<file path="src/rtl/alu_op_sequencer_pkg.sv">
// Shared definitions for the ALU operation sequencer: ALU control bits,
// operation encodings and FSM state encoding.
package alu_op_sequencer_pkg;

  localparam logic [5:0] ZX = 6'd32;
  localparam logic [5:0] NX = 6'd16;
  localparam logic [5:0] ZY = 6'd8;
  localparam logic [5:0] NY = 6'd4;
  localparam logic [5:0] F  = 6'd2;
  localparam logic [5:0] NO = 6'd1;

  typedef enum logic [1:0] {
    OP_MUL  = 2'b00,
    OP_SHL  = 2'b01,
    OP_SUB  = 2'b10,
    OP_PASS = 2'b11
  } op_t;

  typedef enum logic [2:0] {
    S_IDLE,
    S_MUL_ADD,
    S_MUL_DBL,
    S_SHL,
    S_EXEC,
    S_DONE
  } state_t;

  function automatic logic [5:0] alu_ctl(input logic zx, input logic nx,
                                         input logic zy, input logic ny,
                                         input logic f,  input logic no);
    return (zx ? ZX : 6'd0) | (nx ? NX : 6'd0) | (zy ? ZY : 6'd0) |
           (ny ? NY : 6'd0) | (f  ? F  : 6'd0) | (no ? NO : 6'd0);
  endfunction

  // Control words for the ALU passes the sequencer uses.
  localparam logic [5:0] CTL_ZERO = alu_ctl(1'b1, 1'b0, 1'b1, 1'b0, 1'b1, 1'b0);
  localparam logic [5:0] CTL_ADD  = alu_ctl(1'b0, 1'b0, 1'b0, 1'b0, 1'b1, 1'b0);
  localparam logic [5:0] CTL_SUB  = alu_ctl(1'b0, 1'b1, 1'b0, 1'b0, 1'b1, 1'b1);
  localparam logic [5:0] CTL_PASS = alu_ctl(1'b0, 1'b0, 1'b1, 1'b0, 1'b1, 1'b0);

endpackage

</file>
<file path="src/rtl/alu_op_sequencer.sv">
// Multi-cycle controller driving the external TTL ALU to perform multiply,
// left shift, subtract and pass-through; the ALU output is fed back each cycle.
module alu_op_sequencer
  import alu_op_sequencer_pkg::*;
#(
  parameter int unsigned WIDTH = 16,
  parameter int unsigned SHW   = 4
) (
  input  logic             clk,
  input  logic             reset_n,
  input  logic             start,
  input  logic [1:0]       op,
  input  logic [WIDTH-1:0] a,
  input  logic [WIDTH-1:0] b,
  output logic             busy,
  output logic             done,
  output logic [WIDTH-1:0] result,
  output logic [WIDTH-1:0] alu_x,
  output logic [WIDTH-1:0] alu_y,
  output logic [5:0]       alu_c,
  input  logic [WIDTH-1:0] alu_out
);

  localparam int unsigned CW = SHW + 1;
  localparam logic [CW-1:0] LAST_ITER = CW'(WIDTH - 1);

  state_t           state;
  op_t              op_q;
  logic [WIDTH-1:0] acc;
  logic [WIDTH-1:0] m;
  logic [WIDTH-1:0] n;
  logic [CW-1:0]    count;

  // SUB/PASS reuse m/n as the latched a/b operands.
  always_comb begin
    alu_x = '0;
    alu_y = '0;
    alu_c = CTL_ZERO;
    case (state)
      S_MUL_ADD: begin
        alu_x = acc;
        alu_y = m;
        alu_c = CTL_ADD;
      end
      S_MUL_DBL, S_SHL: begin
        alu_x = m;
        alu_y = m;
        alu_c = CTL_ADD;
      end
      S_EXEC: begin
        alu_x = m;
        alu_y = n;
        alu_c = (op_q == OP_SUB) ? CTL_SUB : CTL_PASS;
      end
      default: ;
    endcase
  end

  always_ff @(posedge clk or negedge reset_n) begin
    if (!reset_n) begin
      state  <= S_IDLE;
      op_q   <= OP_MUL;
      busy   <= 1'b0;
      done   <= 1'b0;
      result <= '0;
      acc    <= '0;
      m      <= '0;
      n      <= '0;
      count  <= '0;
    end else begin
      done <= 1'b0;
      case (state)
        S_IDLE: begin
          if (start) begin
            op_q <= op_t'(op);
            acc  <= '0;
            m    <= a;
            n    <= b;
            case (op_t'(op))
              OP_MUL: begin
                count <= '0;
                busy  <= 1'b1;
                state <= S_MUL_ADD;
              end
              OP_SHL: begin
                count <= {1'b0, b[SHW-1:0]};
                if (b[SHW-1:0] == '0) begin
                  result <= a;
                  done   <= 1'b1;
                  state  <= S_DONE;
                end else begin
                  busy  <= 1'b1;
                  state <= S_SHL;
                end
              end
              default: begin
                busy  <= 1'b1;
                state <= S_EXEC;
              end
            endcase
          end
        end
        S_MUL_ADD: begin
          if (n[0]) acc <= alu_out;
          state <= S_MUL_DBL;
        end
        S_MUL_DBL: begin
          m     <= alu_out;
          n     <= n >> 1;
          count <= count + CW'(1);
          if (count == LAST_ITER) begin
            result <= acc;
            busy   <= 1'b0;
            done   <= 1'b1;
            state  <= S_DONE;
          end else begin
            state <= S_MUL_ADD;
          end
        end
        S_SHL: begin
          m     <= alu_out;
          count <= count - CW'(1);
          if (count == CW'(1)) begin
            result <= alu_out;
            busy   <= 1'b0;
            done   <= 1'b1;
            state  <= S_DONE;
          end
        end
        S_EXEC: begin
          result <= alu_out;
          busy   <= 1'b0;
          done   <= 1'b1;
          state  <= S_DONE;
        end
        S_DONE: state <= S_IDLE;
        default: state <= S_IDLE;
      endcase
    end
  end

endmodule

</file>
<file path="config.mk">
export PLATFORM = sky130hd
export DESIGN_NAME = alu_op_sequencer
export DESIGN_NICKNAME = d
export VERILOG_FILES = /design/src/rtl/alu_op_sequencer_pkg.sv /design/src/rtl/alu_op_sequencer.sv
export SDC_FILE = /design/constraint.sdc
export NUM_CORES = 1
export LEC_CHECK = 0
export ABC_CLOCK_PERIOD_IN_PS = 2050
export CAP_MARGIN = 25
export CORE_MARGIN = 10
export CORE_UTILIZATION = 40
export DETAILED_ROUTE_END_ITERATION = 8
export DONT_BUFFER_PORTS = 1
export MAX_ROUTING_LAYER = met4
export PLACE_DENSITY = 0.64
export SLEW_MARGIN = 0
export SYNTH_ARGS = -nofsm -noshare
export SYNTH_HDL_FRONTEND = slang
export SYNTH_SLANG_ARGS = --single-unit
</file>
<file path="constraint.sdc">
create_clock -name clk -period 2.05 [get_ports clk]
set_input_delay 0.3075 -clock clk [delete_from_list [all_inputs] [get_ports clk]]
set_output_delay 0.3075 -clock clk [all_outputs]
set_load 0.1 [all_outputs]
</file>
==> flow_summary.yaml, run 1 <==
die:
  die_area_mm2: 0.01679
  die_x_um: 129.6
  chipHeight_um: 129.6
  core-area_mm2: 0.01156
  pin_count: 109
  num_rows: 39
  initial_utilization_pct: 41.53
grt:
  grt_start_max_net_pins: 77
  grt_pass1_vias: 4493
  grt-ovfl-total: 0
  grt.total_usage_pct: 19.62
  grt_pass1_wl_mm: 25.45
  antenna_found_initial: 0
synthesis:
  synth_edf_count: 0
  avgSynthCellArea_um2: 8.749
  synth.distinct_cells: 62
  synth.net_count: 606
  netlist_instances: 549
  ys_ff_latch: 76
  ys.warnings.count: 0
  async_reset_ff_share_pct: 100.0
  syn_area_mm2: 0.004803
  synth-seq-area-share_pct: 39.59
  ys_dominant_reg_cell: "dfrtp_1"
clock_network:
  cts_tree: "done"
  root_buffer: "clkbuf_16"
  worst_skew_pair.late_latency_ns: 0.33
  clk_pin_slew_ns: 0.06
  cts_buffer_depth: 2
  htree_levels: 3
  clkSinkCount: 76
  cts_buffers: 9
timing:
  fin_ws_ns: -0.02103
  worst_slew_pin_slew_ns: 0.9724
  setup_violations: 11
  drv_slew: 0
  period_needed_ns: 2.071
  max_slew_margin_pct: 35.17
  hold_viol: 76
  post-route-period-util_pct: 101.0
  rsz0062_at_grt: "yes"
  fin_setup_tns_ns: -0.1541
  fmax_mhz: 482.9
  holdWs_ns: -0.3330
  finClkSkew_ns: 0.003788
run:
  maxCapViolations: 0
critical_path:
  timing_worst_setup_path_type: "flop to output pin"
  cp.required_ns: 1.74
  setup.worst_path.start: "state[0]"
  path_max_fanout: 7
  critical_path.reg2reg.startpoint: "state[2]"
  end_kind: "output pin"
  start_kind: "flop"
  cp.arrival_ns: 1.76
  rrSetupSlack_ns: 0.06
routing:
  vias: 4475
  drt_iter0_markers: 480
  drc: 0
  viasPerCell: 6.080
  dr.pass1.iters: 5
  wire_per_inst_um: 22.01
  ant_nets: 0
  wirelength_mm: 16.20
run_status:
  violations: "negative hold slack, negative setup slack"
  outcome: "complete, but fails checks"
final_layout:
  final_cell_mix: "78 x nand2_1, 73 x dfrtp_1, 69 x nor2_1"
  antenna_cells: 0
  fillers: 978
  nets: 646
  final_common_cell: "nand2_1"
  drive_gt1_share_pct: 29.51
  final_area_mm2: 0.006536
  syn_to_final_growth_pct: 36.08
placed_design:
  gp_congestion: 0.9114
  dp_hpwl_mm: 10.97
  io_buffers: 0
  placed_area_mm2: 0.005801
hold_path:
  min_path_type: "input pin to asynchronous set/reset pin"
cell type report:
class	instances	area, µm²	area share [%]
multi-input cells	413	2998	45.87
inverters	8	32.53	0.4977
clock inverters	5	52.55	0.8040
flip-flops and latches	76	1911	29.23
repair buffers	81	1125	17.21
well taps	143	178.9	2.737
clock buffers	10	239.0	3.656
logic make-up after synthesis:
kind of cell,synth area share (%)
compound gates,25.11
mux,7.789
fa+ha+maj,1.042
other cells,0.1563
simple gates,18.89
xor+xnor,0.5471
buf+inv,6.876
flops,39.59
routing by layer:
metal	part of all wire, %	GRT usage, %
met4	2.0	6.746
met1	43	25.28
met5	0	-
met3	10	5.873
met2	44	28.69
cell usage after synthesis (all sizes together), types with 15 or more instances:
master | number | area share [%]
a22o | 16 | 2.9
nand2 | 80 | 6.5
o221ai | 33 | 6.1
nor2 | 70 | 5.5
o21ai | 54 | 5.7
mux2i | 16 | 3.3
mux2 | 16 | 4.5
o22ai | 15 | 2.1
buf | 34 | 4.8
dfrtp | 76 | 40
nand3 | 22 | 2.7
a2bb2oi | 16 | 2.9
a21oi | 29 | 3.2
clkbuf | 18 | 1.4
sequential cells by signal, summed over array words and instances (netlist names):
register,count
acc,16
m,16
n,16
result,16
count,5
state,3
op_q,2
busy,1
done,1
what timing repair did:
action,in CTS,in global routing
buffers inserted,12,8
setup endpoints to repair,46,65
resized for setup,12,20
cloned,2,1
endpoints found under the hold margin,76,76
pin swaps,8,17
final timing paths:
kind,depth (start not counted),endpoint
max in group asynchronous,0,state[2]
hold reg to reg,2,op_q[1]
setup / recovery,6,alu_x[0]
hold / removal,0,count[3]
setup reg to reg,8,result[4]
min in group clk,2,op_q[1]
critical path: stages (launching register included):
cell and delay [ns]:
dfrtp_2 0.42, buf_12 0.14, nor3b_4 0.14, buf_6 0.14, clkbuf_16 0.16, a22o_4 0.26
buf_12 0.16
per-stage QoR:
| stage | setup slack (ns) | util [%] | cells |
|---|---|---|---|
| detailed placement | -0.06782 | 50.16 | 698 |
| global placement | -0.02989 | 50.16 | 698 |
| CTS | -0.05545 | 54.88 | 727 |
| finish | -0.02103 | 56.52 | 736 |
| floorplan | -0.3019 | - | 549 |
| global route | -0.04421 | 56.52 | 736 |
Power of run 1 is not shown: default switching activity piles up to over one toggle a cycle in this logic, so the estimate is an artifact.
==> inputs of run 2 (changes only) <==
--- a/config.mk
+++ b/config.mk
@@ -7,7 +7,6 @@
 export LEC_CHECK = 0
 export ABC_CLOCK_PERIOD_IN_PS = 2050
 export CAP_MARGIN = 25
-export CORE_MARGIN = 10
 export CORE_UTILIZATION = 40
 export DETAILED_ROUTE_END_ITERATION = 8
 export DONT_BUFFER_PORTS = 1
==> run 2 against run 1 <==
  * Wire length rose by 2.4%
  * Setup slack got worse by 0.078 ns
  * Design area rose by 6.4%
  * Critical endpoint is now alu_x[6]
  * Die area fell by 26%
  * Global-route usage rose by 6.6 points
  * Sequential share of layout area fell by 1.8 points
  * Register-to-register slack got worse by 0.05 ns
  * The flow finishes with violations (design-rule violations, negative hold slack, negative setup slack)
  * Via count rose by 5.0%
  * First-iteration DRC count fell by 24%
  * Hold slack got worse by 0.012 ns
==> flow_summary.yaml, run 2 (synthesis gave the netlist of run 1 again) <==
hold_path:
  min_path_type: "input pin to asynchronous set/reset pin"
die:
  pin_count: 109
  chipHeight_um: 111.6
  die_area_mm2: 0.01245
  die_x_um: 111.6
  num_rows: 39
  initial_utilization_pct: 41.53
  core-area_mm2: 0.01156
final_layout:
  drive_gt1_share_pct: 33.61
  nets: 656
  ff_latch_area_mm2: 0.001908
  fillers: 916
  multi_input_area_mm2: 0.003237
  final_common_cell: "nand2_1"
  final_cell_mix: "78 x nand2_1, 73 x dfrtp_1, 69 x nor2_1"
  antenna_cells: 0
  syn_to_final_growth_pct: 44.78
critical_path:
  setup.worst_path.start: "state[2]"
  path_max_fanout: 15
  end_kind: "output pin"
  start_kind: "flop"
  reg2reg_depth: 7
  critical_path.reg2reg.startpoint: "state[1]"
  cp.arrival_ns: 1.84
  timing_worst_setup_path_type: "flop to output pin"
  cp.required_ns: 1.74
routing:
  drt_iter0_markers: 364
  vias: 4699
  drc: 9
  wire_per_inst_um: 22.20
  dr.pass1.iters: 7
  ant_nets: 0
  viasPerCell: 6.290
  wirelength_mm: 16.58
grt:
  grt.total_usage_pct: 26.26
  antenna_found_initial: 0
  grt-ovfl-total: 0
  grt_pass1_vias: 4562
  grt_start_max_net_pins: 77
  grt_pass1_wl_mm: 24.92
timing:
  finClkSkew_ns: 0.009424
  setup_violations: 29
  holdWs_ns: -0.3454
  hold_viol: 76
  worst_slew_pin_slew_ns: 0.9775
  max_slew_margin_pct: 34.84
  period_needed_ns: 2.149
  drv_slew: 0
  rsz0062_at_grt: "yes"
  fmax_mhz: 465.4
  fin_ws_ns: -0.09865
  post-route-period-util_pct: 104.8
clock_network:
  cts_tree: "done"
  cts_buffers: 9
  worst_skew_pair.late_latency_ns: 0.34
  htree_levels: 3
  root_buffer: "clkbuf_16"
  clk_pin_slew_ns: 0.06
  clkSinkCount: 76
  cts_buffer_depth: 2
run:
  maxCapViolations: 0
placed_design:
  io_buffers: 0
  gp_congestion: 0.9166
  dp_hpwl_mm: 10.24
run_status:
  violations: "design-rule violations, negative hold slack, negative setup slack"
  outcome: "complete, but fails checks"
-- run 2: cell count changes in the layout (fill, tap and decap cells not counted), moves of 4 or more --
| cell | delta |
|---|---|
| buf_4 | +6 |
| clkbuf_16 | +4 |
| nand3_1 | -15 |
| nand3_4 | +14 |
-- run 2: layer usage --
layer  GRT usage (%)  wire [µm]  vias up
met4           9.550        394        0
met1           34.52       6806     2314
met3           6.369       1485       38
met2           39.29       7897      245
li1                -          -     2102
met5               -          0        -
-- run 2: per-stage QoR --
step | cell area, µm² | util (%) | std cells | setup WS (ns) | TNS, ns
finish | 6954 | 60.13 | 747 | -0.09865 | -1.058
global route | 6954 | 60.13 | 747 | -0.1387 | -2.989
CTS | 6392 | 55.27 | 731 | -0.05300 | -0.4917
detailed placement | 5836 | 50.46 | 701 | 0.004317 | 0
global placement | 5836 | 50.46 | 701 | 0.09429 | 0
floorplan | 5154 | - | 549 | -0.3019 | -0.6900
-- run 2: worst paths after layout --
path	slack (ns)	end
max	-0.1	alu_x[6]
min	-0.35	n[7]
max reg2reg	0.01	n[13]
min reg2reg	0.49	op_q[1]
max in group asynchronous	2.25	state[2]
min in group clk	0.08	op_q[1]
-- run 2: cell type report --
class / count / share of cell area (%)
Clock inverter: 5 / 1.439
Tap cell: 143 / 2.573
Clock buffer: 11 / 3.490
Inverter: 8 / 0.5757
Multi-Input combinational cell: 414 / 46.55
Timing Repair Buffer: 90 / 17.94
Sequential cell: 76 / 27.44
-- run 2: repair_timing --
item,CTS,global route
setup buffers,12,10
endpoints found under the setup margin,44,58
cloned,2,6
resized for setup,14,63
endpoints found under the hold margin,76,76
pin swaps,15,15
-- run 2: worst max-delay path: stages (launching register included) --
cell	delay [ns]
dfrtp_4	0.52
nor3b_4	0.31
buf_4	0.20
buf_16	0.14
a22o_4	0.32
Power of run 2 is left out for the same reason.
